`config.mk`:
```
export PLATFORM = sky130hd
export DESIGN_NAME = mem_access_unit_flat
export DESIGN_NICKNAME = d
export VERILOG_FILES = /design/src/rtl/mem_access_unit_if.sv /design/src/rtl/mem_access_unit.sv /design/src/flat_wrapper.sv
export SDC_FILE = /design/constraint.sdc
export NUM_CORES = 1
export LEC_CHECK = 0
export CAP_MARGIN = 20
export CORE_MARGIN = 5
export CORE_UTILIZATION = 28
export DETAILED_ROUTE_END_ITERATION = 6
export GPL_TIMING_DRIVEN = 0
export HOLD_SLACK_MARGIN = 0.03
export PLACE_DENSITY_LB_ADDON = 0.05
export SETUP_SLACK_MARGIN = 0.1
export SYNTH_ARGS = -nofsm -noshare
export SYNTH_HDL_FRONTEND = slang
export SYNTH_SLANG_ARGS = --single-unit
```
`constraint.sdc`:
```
create_clock -name clk -period 8.07 [get_ports clk]
set_clock_uncertainty 0.15 [all_clocks]
set_input_delay 1.2105 -clock clk [delete_from_list [all_inputs] [get_ports clk]]
set_output_delay 1.2105 -clock clk [all_outputs]
set_load 0.01 [all_outputs]
```
`src/rtl/mem_access_unit_if.sv`:
```
// Bus bundle for mem_access_unit: pipeline request/response channel plus the data-memory port.
// The slave modport is the unit's view; master is the view of the pipeline and memory around it.
interface mem_access_unit_if #(
  parameter int unsigned ADDR_WIDTH = 32
);
  logic                  req_valid;
  logic                  req_ready;
  logic                  req_store;
  logic [2:0]            req_funct3;
  logic [ADDR_WIDTH-1:0] req_addr;
  logic [31:0]           req_wdata;
  logic                  resp_valid;
  logic [31:0]           resp_rdata;
  logic                  resp_error;
  logic [ADDR_WIDTH-1:0] mem_address;
  logic [31:0]           mem_data_in;
  logic [1:0]            mem_write;
  logic [1:0]            mem_data;
  logic [31:0]           mem_data_out;

  modport master (
    output req_valid, req_store, req_funct3, req_addr, req_wdata, mem_data_out,
    input  req_ready, resp_valid, resp_rdata, resp_error,
    input  mem_address, mem_data_in, mem_write, mem_data
  );

  modport slave (
    input  req_valid, req_store, req_funct3, req_addr, req_wdata, mem_data_out,
    output req_ready, resp_valid, resp_rdata, resp_error,
    output mem_address, mem_data_in, mem_write, mem_data
  );
endinterface

```
`src/rtl/mem_access_unit.sv`:
```
// MEM-stage load/store initiator with RV32 load extension. Defining MEM_ACCESS_MISALIGN_SPLIT_EN
// splits misaligned half/word accesses into byte sequences; otherwise they are rejected.
module mem_access_unit #(
  parameter int unsigned ADDR_WIDTH = 32
) (
  input  logic             clk,
  input  logic             reset,
  mem_access_unit_if.slave bus_io
);

  typedef enum logic [1:0] {StIdle, StAccess, StByteSeq, StResp} state_e;

  state_e                state_q, state_d;
  logic                  store_q, store_d;
  logic [2:0]            funct3_q, funct3_d;
  logic [ADDR_WIDTH-1:0] addr_q, addr_d;
  logic [31:0]           wdata_q, wdata_d;
  logic [31:0]           rdata_q, rdata_d;
  logic                  error_q, error_d;
`ifdef MEM_ACCESS_MISALIGN_SPLIT_EN
  logic [1:0]            idx_q, idx_d;
`endif

  logic [1:0]  req_size;
  logic        req_legal;
  logic        req_misal;
  logic [31:0] ext_rdata;

  // funct3[1:0] encodes the access size for both loads and stores.
  always_comb begin
    req_size = bus_io.req_funct3[1:0];
    if (bus_io.req_store) begin
      req_legal = ~bus_io.req_funct3[2] && (req_size != 2'b11);
    end else begin
      req_legal = (req_size != 2'b11) && !(bus_io.req_funct3[2] && (req_size == 2'b10));
    end
    case (req_size)
      2'b01:   req_misal = bus_io.req_addr[0];
      2'b10:   req_misal = |bus_io.req_addr[1:0];
      default: req_misal = 1'b0;
    endcase
  end

  always_comb begin
    case (funct3_q[1:0])
      2'b00:   ext_rdata = {{24{~funct3_q[2] & rdata_q[7]}}, rdata_q[7:0]};
      2'b01:   ext_rdata = {{16{~funct3_q[2] & rdata_q[15]}}, rdata_q[15:0]};
      default: ext_rdata = rdata_q;
    endcase
  end

  always_comb begin
    state_d  = state_q;
    store_d  = store_q;
    funct3_d = funct3_q;
    addr_d   = addr_q;
    wdata_d  = wdata_q;
    rdata_d  = rdata_q;
    error_d  = error_q;
`ifdef MEM_ACCESS_MISALIGN_SPLIT_EN
    idx_d    = idx_q;
`endif
    bus_io.req_ready   = 1'b0;
    bus_io.resp_valid  = 1'b0;
    bus_io.resp_rdata  = 32'h0;
    bus_io.resp_error  = 1'b0;
    bus_io.mem_address = '0;
    bus_io.mem_data_in = 32'h0;
    bus_io.mem_write   = 2'b00;
    bus_io.mem_data    = 2'b00;

    unique case (state_q)
      StIdle: begin
        bus_io.req_ready = 1'b1;
        if (bus_io.req_valid) begin
          store_d  = bus_io.req_store;
          funct3_d = bus_io.req_funct3;
          addr_d   = bus_io.req_addr;
          wdata_d  = bus_io.req_wdata;
          rdata_d  = 32'h0;
          error_d  = 1'b0;
          if (!req_legal) begin
            error_d = 1'b1;
            state_d = StResp;
          end else if (req_misal) begin
`ifdef MEM_ACCESS_MISALIGN_SPLIT_EN
            idx_d   = 2'd0;
            state_d = StByteSeq;
`else
            error_d = 1'b1;
            state_d = StResp;
`endif
          end else begin
            state_d = StAccess;
          end
        end
      end
      StAccess: begin
        bus_io.mem_address = addr_q;
        bus_io.mem_data    = funct3_q[1:0];
        if (store_q) begin
          bus_io.mem_write   = funct3_q[1:0] + 2'd1;
          bus_io.mem_data_in = wdata_q;
        end else begin
          rdata_d = bus_io.mem_data_out;
        end
        state_d = StResp;
      end
`ifdef MEM_ACCESS_MISALIGN_SPLIT_EN
      StByteSeq: begin
        bus_io.mem_address = addr_q + ADDR_WIDTH'(idx_q);
        if (store_q) begin
          bus_io.mem_write   = 2'b01;
          bus_io.mem_data_in = {24'h0, wdata_q[{idx_q, 3'b000} +: 8]};
        end else begin
          rdata_d[{idx_q, 3'b000} +: 8] = bus_io.mem_data_out[7:0];
        end
        if (idx_q == (funct3_q[1] ? 2'd3 : 2'd1)) begin
          state_d = StResp;
        end else begin
          idx_d = idx_q + 2'd1;
        end
      end
`endif
      StResp: begin
        bus_io.resp_valid = 1'b1;
        bus_io.resp_error = error_q;
        bus_io.resp_rdata = (store_q || error_q) ? 32'h0 : ext_rdata;
        state_d           = StIdle;
      end
      default: state_d = StIdle;
    endcase
  end

  always_ff @(posedge clk or posedge reset) begin
    if (reset) begin
      state_q  <= StIdle;
      store_q  <= 1'b0;
      funct3_q <= 3'b000;
      addr_q   <= '0;
      wdata_q  <= 32'h0;
      rdata_q  <= 32'h0;
      error_q  <= 1'b0;
`ifdef MEM_ACCESS_MISALIGN_SPLIT_EN
      idx_q    <= 2'd0;
`endif
    end else begin
      state_q  <= state_d;
      store_q  <= store_d;
      funct3_q <= funct3_d;
      addr_q   <= addr_d;
      wdata_q  <= wdata_d;
      rdata_q  <= rdata_d;
      error_q  <= error_d;
`ifdef MEM_ACCESS_MISALIGN_SPLIT_EN
      idx_q    <= idx_d;
`endif
    end
  end

endmodule
```
`src/flat_wrapper.sv`:
```
// flat-port wrapper written by rule: the top's interface ports become plain ports
module mem_access_unit_flat 
#(
  parameter int unsigned ADDR_WIDTH = 32
)
  (clk, reset, bus_io_req_valid, bus_io_req_store, bus_io_req_funct3, bus_io_req_addr, bus_io_req_wdata, bus_io_mem_data_out, bus_io_req_ready, bus_io_resp_valid, bus_io_resp_rdata, bus_io_resp_error, bus_io_mem_address, bus_io_mem_data_in, bus_io_mem_write, bus_io_mem_data);
  mem_access_unit_if #(.ADDR_WIDTH(ADDR_WIDTH)) bus_io_i ();
  input  logic clk;
  input  logic reset;
  input wire logic [$bits(bus_io_i.req_valid)-1:0] bus_io_req_valid;
  input wire logic [$bits(bus_io_i.req_store)-1:0] bus_io_req_store;
  input wire logic [$bits(bus_io_i.req_funct3)-1:0] bus_io_req_funct3;
  input wire logic [$bits(bus_io_i.req_addr)-1:0] bus_io_req_addr;
  input wire logic [$bits(bus_io_i.req_wdata)-1:0] bus_io_req_wdata;
  input wire logic [$bits(bus_io_i.mem_data_out)-1:0] bus_io_mem_data_out;
  output wire logic [$bits(bus_io_i.req_ready)-1:0] bus_io_req_ready;
  output wire logic [$bits(bus_io_i.resp_valid)-1:0] bus_io_resp_valid;
  output wire logic [$bits(bus_io_i.resp_rdata)-1:0] bus_io_resp_rdata;
  output wire logic [$bits(bus_io_i.resp_error)-1:0] bus_io_resp_error;
  output wire logic [$bits(bus_io_i.mem_address)-1:0] bus_io_mem_address;
  output wire logic [$bits(bus_io_i.mem_data_in)-1:0] bus_io_mem_data_in;
  output wire logic [$bits(bus_io_i.mem_write)-1:0] bus_io_mem_write;
  output wire logic [$bits(bus_io_i.mem_data)-1:0] bus_io_mem_data;
  assign bus_io_i.req_valid = bus_io_req_valid;
  assign bus_io_i.req_store = bus_io_req_store;
  assign bus_io_i.req_funct3 = bus_io_req_funct3;
  assign bus_io_i.req_addr = bus_io_req_addr;
  assign bus_io_i.req_wdata = bus_io_req_wdata;
  assign bus_io_i.mem_data_out = bus_io_mem_data_out;
  assign bus_io_req_ready = bus_io_i.req_ready;
  assign bus_io_resp_valid = bus_io_i.resp_valid;
  assign bus_io_resp_rdata = bus_io_i.resp_rdata;
  assign bus_io_resp_error = bus_io_i.resp_error;
  assign bus_io_mem_address = bus_io_i.mem_address;
  assign bus_io_mem_data_in = bus_io_i.mem_data_in;
  assign bus_io_mem_write = bus_io_i.mem_write;
  assign bus_io_mem_data = bus_io_i.mem_data;
  mem_access_unit #(.ADDR_WIDTH(ADDR_WIDTH)) u_core (.clk(clk), .reset(reset), .bus_io(bus_io_i));
endmodule
```
After elaboration in Yosys (flattened, before gate mapping)
Cells that the tools add are included.

operators by class
  equal/unequal tests = 8
  bitwise gates (word level) = 4
  $add $sub $neg = 1
  mux-type cells = 23
  reduce and logical (&&, ||, !) cells = 11

operators with widths
  kind                   number
  $mux W32               7
  $pmux W32 S2           2
  $mux W2                6
  $eq A2 B1 Y1 const B   3
  $mux W1                6
  $ne A2 B2 Y1 const B   3
  $eq A2 B2 Y1 const B   2
  $logic_not A2 Y1       2
  $pmux W2 S2            1
  $logic_and A1 B1 Y1    3
  $reduce_and A3 Y1      1
  $add A2 B1 Y2 const B  1
  $and A1 B1 Y1          2
  $not A1 Y1             2
  $pmux W1 S2            1
  $reduce_and A2 Y1      1
  $reduce_bool A2 Y1     1
  $reduce_or A2 Y1       1
  $logic_not A1 Y1       1
  $logic_or A1 B1 Y1     1

storage, ports and cells
  word-level logic and storage cells = 54
  output and inout port bits = 103
  bits of input ports = 103
  flip-flop bits (word level) = 103

Depth between registers and ports, before layout
  word-level depth = 8
  mapped depth = 7
  gate-level depth less buffers = 5

Worst setup path after synthesis
No wires, ideal clock.

  path type = register to output
  start = register u_core.funct3_q[0]
  end = output port bus_io_resp_rdata[20]
  required time = 6709 ps
  cell stages (with the launch flop) = 8
  buffers on the path = 2
  path slack = 5233 ps
  arrival time = 1476 ps
  cell sequence = dfrtp_1 inv_1 ha_1 nor2_2 or2_1 clkbuf_2 buf_2 a21oi_1

on the way
  longest elaborated chain between the ends = 4

ends and longest elaborated chain
  item                                                     RTL line                text
  from (decl)                                              mem_access_unit.sv:15   logic [2:0] funct3_q, funct3_d;
  from (signal assigned)                                   mem_access_unit.sv:150  funct3_q <= funct3_d;
  $eq A2 B1 Y1 / $logic_not A2 Y1 (equally long branches)  mem_access_unit.sv:45   case (funct3_q[1:0])
  $pmux W32 S2 *                                           mem_access_unit.sv:45
  $mux W32 *                                               mem_access_unit.sv:128  bus_io.resp_rdata = (store_q || error_q) ? 32'h0 : ext_rdata;
  $mux W32 *                                               mem_access_unit.sv:72   unique case (state_q)
  to (decl)                                                flat_wrapper.sv:18      output wire logic [$bits(bus_io_i.resp_rdata)-1:0] bus_io_resp_rdata;

Mark *: on every way between the ends. The rest lies on a longest branch, timed or not.

Final worst setup path
  start = register u_core.funct3_q[0]
  end = output port bus_io_resp_rdata[24]

Same word-level chain as after synthesis.

==> results_dict.tcl <==
set metrics [dict create \
    status "finished, final reports clean" \
    ys_warn_count 0 \
    num_vias 3813 \
    antenna_found_initial 0 \
    die_h_microns 141 \
    netlist_area_sq_mm 0.00480 \
    post_cts_resized 0 \
    cp_cell_sequence "inv_1 -> ha_1 -> nor2_2 -> clkbuf_1 -> nand2_1 -> a21oi_1 -> clkdlybuf4s50_1" \
    clockBufferDepth 2 \
    synth_largest_area_cell "dfrtp_1" \
    synth_flop_cell "dfrtp_1" \
    grt_max_degree 69 \
    slew_viol_final 0 \
    setup-tns-final_ns 0 \
    synth-async-reset-ratio_pct 100 \
    finalWirelength_microns 14200 \
    clk_pin_slew_ns 0.07 \
    cts_buffers 9 \
    ys_seq_area_share_pct 53.7 \
    cpMaxStageDelayCell "clkdlybuf4s50_1" \
    cp_max_fo 10 \
    post_cts_buffers 0 \
    ys_types 29 \
    synth_edf_count 0 \
    ctsHtreeMaxLevel 3 \
    critPathBufInv 3 \
    arrival_ns 2.63 \
    fill_cells 1607 \
    ant_nets 0 \
    dpl_cell_area_sq_mm 0.00716 \
    dr.pass1.iters 6 \
    num_rows 47 \
    power_density_mw_per_mm2 334 \
    cts_tree "built" \
    syn-instance-count 400 \
    die_x_microns 141 \
    grt_pass1_vias 4034 \
    max_freq_mhz 251 \
    critPathRequiredTime_ns 6.71 \
    worst_slew_pin_slew_ns 0.513 \
    p_leak_nw 3.18 \
    synthTopCellsByArea "dfrtp_1 54%, mux2_1 15%, a22o_1 6.0%" \
    grt_pass1_wl_microns 22500 \
    max_cap_violations 0 \
    first_iter_violations 184 \
    gp_congestion 0.765 \
    cp-end-kind "output pin" \
    layout-drive-gt1-share_pct 7.88 \
    critPathKind "reg -> out" \
    start_util_pct 28.7 \
    ios 206 \
    io_buffers 205 \
    route.detailed.wl_per_inst_microns 16.9 \
    max_stage_delay_ns 0.55 \
    nets 725 \
    dieArea_sq_mm 0.0199 \
    postSynthAreaPerCell_sq_um 12.0 \
    cts_hold_repair.buffers 0 \
    synthDominantCellAreaShare_pct 53.7 \
    gr-usage-all-layers_pct 14.5 \
    slew_headroom_pct 65.8 \
    clk-insertion-delay-late_ns 0.34 \
    start_kind "flip-flop" \
    min_period_ns 3.99 \
    root_buffer "clkbuf_16" \
    grt-ovfl-total 0 \
    grt_setup_unrepaired "false" \
    clkSinkCount 103 \
    synth_nets 508 \
    via_per_inst 4.53 \
    fin_area_sq_mm 0.00745 \
    setup_viol 0 \
    synth_seq_cells 103 \
    drc_errors 0 \
    hold_path_class "reg -> reg" \
    hold_violations 0 \
    timing.final.crit_share_pct 49.5 \
    core_area_sq_mm 0.0167 \
    cp_top_family "buffers and inverters" \
    place_hpwl_microns 10600 \
    ir_worst_vdd_mv 0.149 \
    diodes 0 \
    synthToLayoutAreaGrowth_pct 55.3 \
]
## cell usage in the layout (no fill, tap or decap)
cell               n
a311oi_1           1
nand3b_1           1
or2_1              1
buf_6             11
a31oi_1            1
and3_1            35
nor2b_2            1
clkinvlp_4         1
clkbuf_1           9
mux2_2             2
buf_2              2
clkbuf_2           6
o21a_1             1
buf_4              5
a22o_1            33
ha_1               5
clkbuf_8           4
nor2_2             2
and4bb_2           1
inv_1              4
nand2_1           28
o21ai_2            1
dfrtp_1          103
a21o_1             2
clkdlybuf4s50_1  205
a21oi_1           24
and2_1            41
nand2b_1           4
inv_4              1
mux2_1            64
o21ai_0            3
nor3b_2            1
buf_16             1
nor2_1             8
clkinv_2           1
clkbuf_16          9
## per-stage QoR
stage	setup WS, ns	hold slack [ns]	instances	total power, mW	util, %
detailed placement	4.42	0.316	826	2.08	42.9
floorplan	4.01	0.299	400	1.55	-
CTS	4.03	0.331	842	2.54	44.6
finish	4.08	0.325	842	2.49	44.6
global placement	2.15	0.309	825	2.06	42.7
global route	3.83	0.338	842	2.68	44.6
## layout make-up
class | instances | area, sq um | area share, %
plain buffers | 32 | 231 | 3.11
clock buffers | 14 | 284 | 3.81
clock inverters | 2 | 12.5 | 0.168
inverters | 5 | 21.3 | 0.285
multi-input cells | 260 | 1970 | 26.5
flip-flops and latches | 103 | 2580 | 34.6
well taps | 220 | 275 | 3.69
repair buffers | 206 | 2080 | 27.9
## cells in the mapped netlist, types with 6 or more instances
cell and n:
nand2_1 28, and3_1 35, and2_1 41, nor2_1 8, mux2_1 64, clkbuf_2 6
a22o_1 33, buf_6 11, clkbuf_1 8, a21oi_1 24, dfrtp_1 103
## sequential cells by signal, indices dropped and copies added (netlist names)
name / flops
u_core.store_q: 1
u_core.wdata_q: 32
u_core.state_q: 2
u_core.addr_q: 32
u_core.error_q: 1
u_core.rdata_q: 32
u_core.funct3_q: 3
## cells by family (layout without fill, tap and decap cells)
| kind of cell | Yosys count | after routing | synth area share, % |
|---|---|---|---|
| buffers and inverters | 37 | 259 | 5.21 |
| multiplexers | 66 | 66 | 15.5 |
| AO/OA/AOI/OAI | 66 | 66 | 9.80 |
| AND/OR/NAND/NOR | 123 | 123 | 14.5 |
| flip-flops | 103 | 103 | 53.7 |
| adder cells (fa/ha/maj) | 5 | 5 | 1.30 |
## layer usage
| metal | vias to the layer above | share of wire (%) | GRT usage, % |
|---|---|---|---|
| met1 | 1835 | 44 | 19.0 |
| met3 | 10 | 9.3 | 5.28 |
| li1 | 1834 | - | - |
| met4 | 0 | 1.3 | 4.90 |
| met2 | 134 | 45 | 22.2 |
| met5 | - | 0 | 0 |
## where the power goes
group | switching [mW] | internal (mW) | total, mW
logic | 0.544 | 0.636 | 1.18
clock network | 0.190 | 0.243 | 0.433
registers | 0.109 | 0.763 | 0.872
## path summary, 6_finish.rpt
| check | slack (ns) | endpoint | cells past startpoint | from |
|---|---|---|---|---|
| max | 4.08 | bus_io_resp_rdata[24] | 7 | u_core.funct3_q[0] |
| min | 0.32 | u_core.addr_q[29] | 1 | u_core.addr_q[29] |
| max in group asynchronous | 5.94 | u_core.rdata_q[6] | 3 | reset |
| min in group asynchronous | 1.11 | u_core.addr_q[22] | 2 | reset |
| max reg2reg | 6.36 | u_core.addr_q[6] | 5 | u_core.state_q[1] |
| min reg2reg | 0.32 | u_core.addr_q[29] | 1 | u_core.addr_q[29] |
Note: power is estimated with default switching activity, not from simulation.
